### src/rtl/dmem_arbiter_pkg.sv
// Shared func3 size/sign codes and FSM encoding for the data-memory arbiter.
package dmem_arbiter_pkg;

  localparam logic [2:0] INST_LB  = 3'b000;
  localparam logic [2:0] INST_LH  = 3'b001;
  localparam logic [2:0] INST_LW  = 3'b010;
  localparam logic [2:0] INST_LBU = 3'b100;
  localparam logic [2:0] INST_LHU = 3'b101;
  localparam logic [2:0] INST_SB  = 3'b000;
  localparam logic [2:0] INST_SH  = 3'b001;
  localparam logic [2:0] INST_SW  = 3'b010;

  typedef enum logic {
    ST_IDLE    = 1'b0,
    ST_RD_WAIT = 1'b1
  } state_t;

  function automatic logic f3_illegal(input logic [2:0] f3);
    return (f3 == 3'b011) || (f3[2:1] == 2'b11);
  endfunction

endpackage

### src/rtl/dmem_lane_align.sv
// Combinational byte-lane steering: store lanes/replication, load extension, alignment errors.
module dmem_lane_align
  import dmem_arbiter_pkg::*;
(
  input  logic        i_store,
  input  logic [2:0]  i_func3,
  input  logic [1:0]  i_addr_lo,
  input  logic [31:0] i_data,
  output logic [3:0]  o_lanes,
  output logic [31:0] o_data,
  output logic        o_err
);

  logic [31:0] w_shift;
  logic [7:0]  w_byte;
  logic [15:0] w_half;

  assign w_shift = i_data >> {i_addr_lo, 3'b000};
  assign w_byte  = w_shift[7:0];
  assign w_half  = w_shift[15:0];

  always_comb begin
    o_lanes = '0;
    o_data  = '0;
    o_err   = 1'b0;
    if (f3_illegal(i_func3)) begin
      o_err = 1'b1;
    end else begin
      case (i_func3[1:0])
        2'b01:   o_err = i_addr_lo[0];
        2'b10:   o_err = |i_addr_lo;
        default: o_err = 1'b0;
      endcase
    end

    if (i_store) begin
      case (i_func3)
        INST_SB: begin
          o_lanes = 4'b0001 << i_addr_lo;
          o_data  = {4{i_data[7:0]}};
        end
        INST_SH: begin
          o_lanes = i_addr_lo[1] ? 4'b1100 : 4'b0011;
          o_data  = {2{i_data[15:0]}};
        end
        INST_SW: begin
          o_lanes = 4'b1111;
          o_data  = i_data;
        end
        // Unsigned size codes have no store meaning; reject them like illegal codes.
        default: o_err = 1'b1;
      endcase
      if (o_err) o_lanes = '0;
    end else begin
      case (i_func3)
        INST_LB:  o_data = {{24{w_byte[7]}}, w_byte};
        INST_LBU: o_data = {24'h0, w_byte};
        INST_LH:  o_data = {{16{w_half[15]}}, w_half};
        INST_LHU: o_data = {16'h0, w_half};
        INST_LW:  o_data = i_data;
        default:  o_data = '0;
      endcase
      if (o_err) o_data = '0;
    end
  end

endmodule

### src/rtl/dmem_arbiter.sv
// Two-master arbiter/sequencer for a single-port sync-read data RAM.
// Stores complete in the grant cycle; loads return one cycle after grant.
module dmem_arbiter
  import dmem_arbiter_pkg::*;
#(
  parameter int RAM_AW   = 12,
  parameter int MAX_WAIT = 4
) (
  input  logic              clk,
  input  logic              rst,
  input  logic              m0_req,
  input  logic              m0_we,
  input  logic [31:0]       m0_addr,
  input  logic [31:0]       m0_wdata,
  input  logic [2:0]        m0_func3,
  output logic              m0_gnt,
  output logic              m0_rvalid,
  output logic [31:0]       m0_rdata,
  output logic              m0_err,
  input  logic              m1_req,
  input  logic              m1_we,
  input  logic [31:0]       m1_addr,
  input  logic [31:0]       m1_wdata,
  input  logic [2:0]        m1_func3,
  output logic              m1_gnt,
  output logic              m1_rvalid,
  output logic [31:0]       m1_rdata,
  output logic              m1_err,
  output logic              ram_en,
  output logic [3:0]        ram_we,
  output logic [RAM_AW-1:0] ram_addr,
  output logic [31:0]       ram_wdata,
  input  logic [31:0]       ram_rdata
);

  localparam int CW = $clog2(MAX_WAIT + 1);

  state_t          r_state, w_state_nxt;
  logic            r_owner;
  logic [2:0]      r_func3;
  logic [1:0]      r_addr_lo;
  logic [CW-1:0]   r_wait_cnt;

  logic            w_sel_m1, w_any_req, w_we;
  logic [2:0]      w_func3;
  logic [1:0]      w_addr_lo;
  logic [31:0]     w_wdata;
  logic [RAM_AW-1:0] w_addr_word;
  logic [3:0]      w_req_lanes, w_rsp_lanes_unused;
  logic [31:0]     w_req_wdata, w_rsp_data;
  logic            w_req_err, w_rsp_err;
  logic            w_addr_unused;

  // m1 only jumps the queue once it has been starved for MAX_WAIT cycles.
  assign w_sel_m1    = m1_req && (!m0_req || (r_wait_cnt == CW'(MAX_WAIT)));
  assign w_any_req   = m0_req | m1_req;
  assign w_we        = w_sel_m1 ? m1_we    : m0_we;
  assign w_func3     = w_sel_m1 ? m1_func3 : m0_func3;
  assign w_wdata     = w_sel_m1 ? m1_wdata : m0_wdata;
  assign w_addr_lo   = w_sel_m1 ? m1_addr[1:0] : m0_addr[1:0];
  assign w_addr_word = w_sel_m1 ? m1_addr[RAM_AW+1:2] : m0_addr[RAM_AW+1:2];
  assign w_addr_unused = ^{m0_addr, m1_addr};

  dmem_lane_align u_req_align (
    .i_store   (w_we),
    .i_func3   (w_func3),
    .i_addr_lo (w_addr_lo),
    .i_data    (w_wdata),
    .o_lanes   (w_req_lanes),
    .o_data    (w_req_wdata),
    .o_err     (w_req_err)
  );

  dmem_lane_align u_rsp_align (
    .i_store   (1'b0),
    .i_func3   (r_func3),
    .i_addr_lo (r_addr_lo),
    .i_data    (ram_rdata),
    .o_lanes   (w_rsp_lanes_unused),
    .o_data    (w_rsp_data),
    .o_err     (w_rsp_err)
  );

  always_comb begin
    w_state_nxt = r_state;
    m0_gnt = 1'b0;  m0_rvalid = 1'b0;  m0_rdata = '0;  m0_err = 1'b0;
    m1_gnt = 1'b0;  m1_rvalid = 1'b0;  m1_rdata = '0;  m1_err = 1'b0;
    ram_en    = 1'b0;
    ram_we    = '0;
    ram_addr  = w_addr_word;
    ram_wdata = '0;
    // Outputs are held quiet while rst is high so a pending load never surfaces.
    if (!rst) begin
      case (r_state)
        ST_IDLE: begin
          if (w_any_req) begin
            m0_gnt = !w_sel_m1;
            m1_gnt = w_sel_m1;
            ram_en = !w_req_err;
            if (w_we) begin
              ram_we    = w_req_lanes;
              ram_wdata = w_req_wdata;
              m0_err    = !w_sel_m1 && w_req_err;
              m1_err    = w_sel_m1 && w_req_err;
            end else begin
              w_state_nxt = ST_RD_WAIT;
            end
          end
        end
        ST_RD_WAIT: begin
          m0_rvalid   = !r_owner;
          m1_rvalid   = r_owner;
          m0_rdata    = r_owner ? 32'h0 : w_rsp_data;
          m1_rdata    = r_owner ? w_rsp_data : 32'h0;
          m0_err      = !r_owner && w_rsp_err;
          m1_err      = r_owner && w_rsp_err;
          w_state_nxt = ST_IDLE;
        end
        default: w_state_nxt = ST_IDLE;
      endcase
    end
  end

  always_ff @(posedge clk) begin
    if (rst) begin
      r_state    <= ST_IDLE;
      r_owner    <= 1'b0;
      r_func3    <= '0;
      r_addr_lo  <= '0;
      r_wait_cnt <= '0;
    end else begin
      r_state <= w_state_nxt;
      if ((r_state == ST_IDLE) && w_any_req && !w_we) begin
        r_owner   <= w_sel_m1;
        r_func3   <= w_func3;
        r_addr_lo <= w_addr_lo;
      end
      if (!m1_req || m1_gnt) begin
        r_wait_cnt <= '0;
      end else if (r_wait_cnt != CW'(MAX_WAIT)) begin
        r_wait_cnt <= r_wait_cnt + 1'b1;
      end
    end
  end

endmodule

### config.mk
export PLATFORM = sky130hd
export DESIGN_NAME = dmem_arbiter
export DESIGN_NICKNAME = d
export VERILOG_FILES = /design/src/rtl/dmem_arbiter_pkg.sv /design/src/rtl/dmem_lane_align.sv /design/src/rtl/dmem_arbiter.sv
export SDC_FILE = /design/constraint.sdc
export NUM_CORES = 1
export LEC_CHECK = 0
export ABC_AREA = 1
export BUFFER_PORTS_ARGS = -buffer_cell sky130_fd_sc_hd__buf_2
export CAP_MARGIN = 30
export CORE_AREA = 2 2 114 116
export DETAILED_ROUTE_END_ITERATION = 10
export DIE_AREA = 0 0 116 118
export PLACE_DENSITY = 0.61
export SLEW_MARGIN = 10
export SYNTH_ARGS = -nofsm -noshare
export SYNTH_HDL_FRONTEND = slang
export SYNTH_SLANG_ARGS = --single-unit
### constraint.sdc
create_clock -name clk -period 3.24 [get_ports clk]
set_clock_uncertainty 0.2 [all_clocks]
set_input_delay 0.162 -clock clk [delete_from_list [all_inputs] [get_ports clk]]
set_output_delay 0.162 -clock clk [all_outputs]
set_load 0.02 [all_outputs]
==> metrics <==
drt first pass iters=6; final setup vio count=0; GRT Util Overall=18.9%; clk slew on worst S/H paths=about 0.040 ns; vias in the first global route=around 4.4k; Clock Path Buffers=2; Critical Path Slowest Stage Cell=dfxtp_1; Non-Filler Instances=1092; sequential fraction of the synthesis area=roughly 5.8%; hold crit path type=primary input to flip-flop; largest net degree at the start of global routing=35; PwrDens=approximately 230 nW/um2; Setup TNS Final=0 ns; Period Utilization, post-route=slightly above 90%; most frequent cells in the layout=buf_2 (252), nand2_1 (233), nor2_1 (114); Top Family by Delay on Critical Path=simple AND/OR/NAND/NOR gates; # port buffers=roughly 250; synth warn=0; commonest non-fill, non-tap cell in the layout=buf_2; Worst VDD drop=0.143 mV; CTS tree=done; Slew Viols, Final=0; Via Count=just under 5k; H-tree depth=1; critical path arrival=between 2 and 3 ns; CP Launch Type=flip-flop; Final nets=between 1k and 1.5k; worst-path cell chain=inv_1 > ha_2 > nand2_4 > nand2_8 > nand2_8 > o21a_2 > inv_1 > ha_1 > inv_1 > nand2_1 > nand3_4 > nand2_4 > nand2_8 > nor2_1 > nand2_1 > nor2_1 > buf_2; Inserted Clock Buffers=3; initial DRC count=approximately 300; Std-Cell Core Area=12400 um2; Die Y=between 100 and 150 um; vias per inst=between 4 and 5; Initial Utilization=between 20 and 30%; Leak=between 3 and 4 nW; final core occ=roughly two fifths; average wire per standard cell=12.2 um; Inst Count DP=about 1.1k; RSZ-0062 raised after global routing=no; Die X=roughly 120 um; CP Capture Type=primary output; grt ovf=0; #FFs+latches synth=10; mapped cell area=3450 um2; WS Path Type=flip-flop to primary output; Netlist cell types=38; drt total wl=13300 um; syn_area_per_cell=5.00 um2; RD Place Congestion=between 0.8 and 0.9; HPWL Detailed=11000 um; cell row count=between 40 and 50; share of cells above drive strength 1=about a third; worst-path maximum fanout=18; CP required=2.88 ns; DRC=0; DIE AREA=between 10000 and 15000 um2; Syn Inst Count=between 600 and 700; fillcell total=between 1k and 1.5k; first-pass GRT wire length=between 20000 and 25000 um; Max Cap Viol=0; Hold-fix buffers, CTS=0; CP Buf/Inv Count=4; Clk Latency, worst-skew pair=about 0.23 ns; post-synth net total=about 870; status=finished, final reports clean; overall power=roughly 1.1 mW; I/O pins=roughly 290; clk sinks=10; fmax=331 MHz; Final ANT Viol Nets=0; Period minus WS final=a little over 3 ns; CTS root buf=clkbuf_16; Critical Path Max Stage Delay=about 0.3 ns; Worst Tran Pin Value=a little over 0.9 ns; Slew Limit Headroom=around two fifths; initial antenna violation count=2; Final Hold Vio Count=0; Synth-to-Final Area Change=41.1%
-- per-stage QoR --
| stage | worst slack [ns] | hold slack (ns) | area [um2] |
|---|---|---|---|
| after CTS | 0.0589 | 0.0941 | 4830 |
| final | 0.218 | 0.0985 | 4870 |
| after detailed placement | 0.311 | 0.297 | 4750 |
| after floorplan | 0.396 | 0.196 | 3450 |
| after global routing | 0.00672 | 0.141 | 4870 |
| after global placement | 0.339 | 0.287 | 4750 |
-- worst min-delay path, cell delays in order --
cell	delay, ns
buf_2	0.10
inv_1	0.07
nand2_1	0.08
a22oi_1	0.06
-- timing repair --
action	in CTS	in global routing
buffers inserted	0	0
setup endpoints to repair	0	26
resized for setup	0	10
-- logic make-up after synthesis --
| group | after synthesis | synth area share [%] |
|---|---|---|
| flops | 10 | 5.80 |
| buf+inv | 127 | 16.9 |
| fa+ha+maj | 10 | 3.62 |
| compound gates | 140 | 22.9 |
| xor+xnor | 2 | 0.508 |
| simple gates | 401 | 50.2 |
-- registers in the layout, indices dropped and copies added (netlist names) --
signal,cells
r_func3,3
r_wait_cnt,3
r_addr_lo,2
r_owner,1
r_state,1
-- cell type report --
class                      instances  area (um2)  share of cell area (%)
timing repair buffer             262        1340                    27.5
multi-input combinational        553        2690                    55.3
inverter                          90         344                    7.06
antenna                            2        5.00                   0.103
tap                              172         215                    4.42
clock buffer                       3        75.1                    1.54
sequential                        10         200                    4.11
-- final timing paths --
kind                               startpoint       endpoint  slack [ns]  cells after the start
worst max register to register  r_wait_cnt[0]        r_owner        1.31                      8
worst max-delay path            r_wait_cnt[0]      ram_we[3]        0.22                     17
worst min register to register  r_wait_cnt[1]  r_wait_cnt[1]        0.30                      2
worst min-delay path                      rst        r_owner         0.1                      4
-- where the power goes --
group | switching (mW) | internal, mW
Clock | 0.0564 | 0.160
Combinational | 0.484 | 0.259
Sequential | 0.00492 | 0.132
Total | 0.545 | 0.551
-- routing by layer --
metal | up-vias | GRT usage (%) | part of all wire, %
met5 | - | 0 | 0
met4 | 0 | 5.13 | 2.4
met3 | 26 | 3.86 | 7.3
met2 | 184 | 32.7 | 48
met1 | 2121 | 23.5 | 42
li1 | 2600 | - | -
-- synth_stat cells (all sizes together) --
| cell | count | area share [%] |
|---|---|---|
| o21ai | 78 | 13 |
| nand2 | 251 | 31 |
| clkinv | 2 | 0.22 |
| xnor2 | 1 | 0.25 |
| dfxtp | 10 | 5.8 |
| buf | 25 | 5.8 |
| o211ai | 1 | 0.22 |
| nor2 | 117 | 13 |
| or2 | 2 | 0.36 |
| xor2 | 1 | 0.25 |
| nand3b | 2 | 0.43 |
| ha | 10 | 3.6 |
| o21a | 1 | 0.22 |
| a21oi | 53 | 7.9 |
| clkbuf | 12 | 1.3 |
| nand3 | 24 | 4.5 |
| a21boi | 1 | 0.22 |
| nor3 | 4 | 0.58 |
| o22ai | 5 | 1.1 |
| nand4 | 1 | 0.62 |
| a22oi | 1 | 0.22 |
| inv | 88 | 9.6 |
Power figures use the tool's default switching activity.
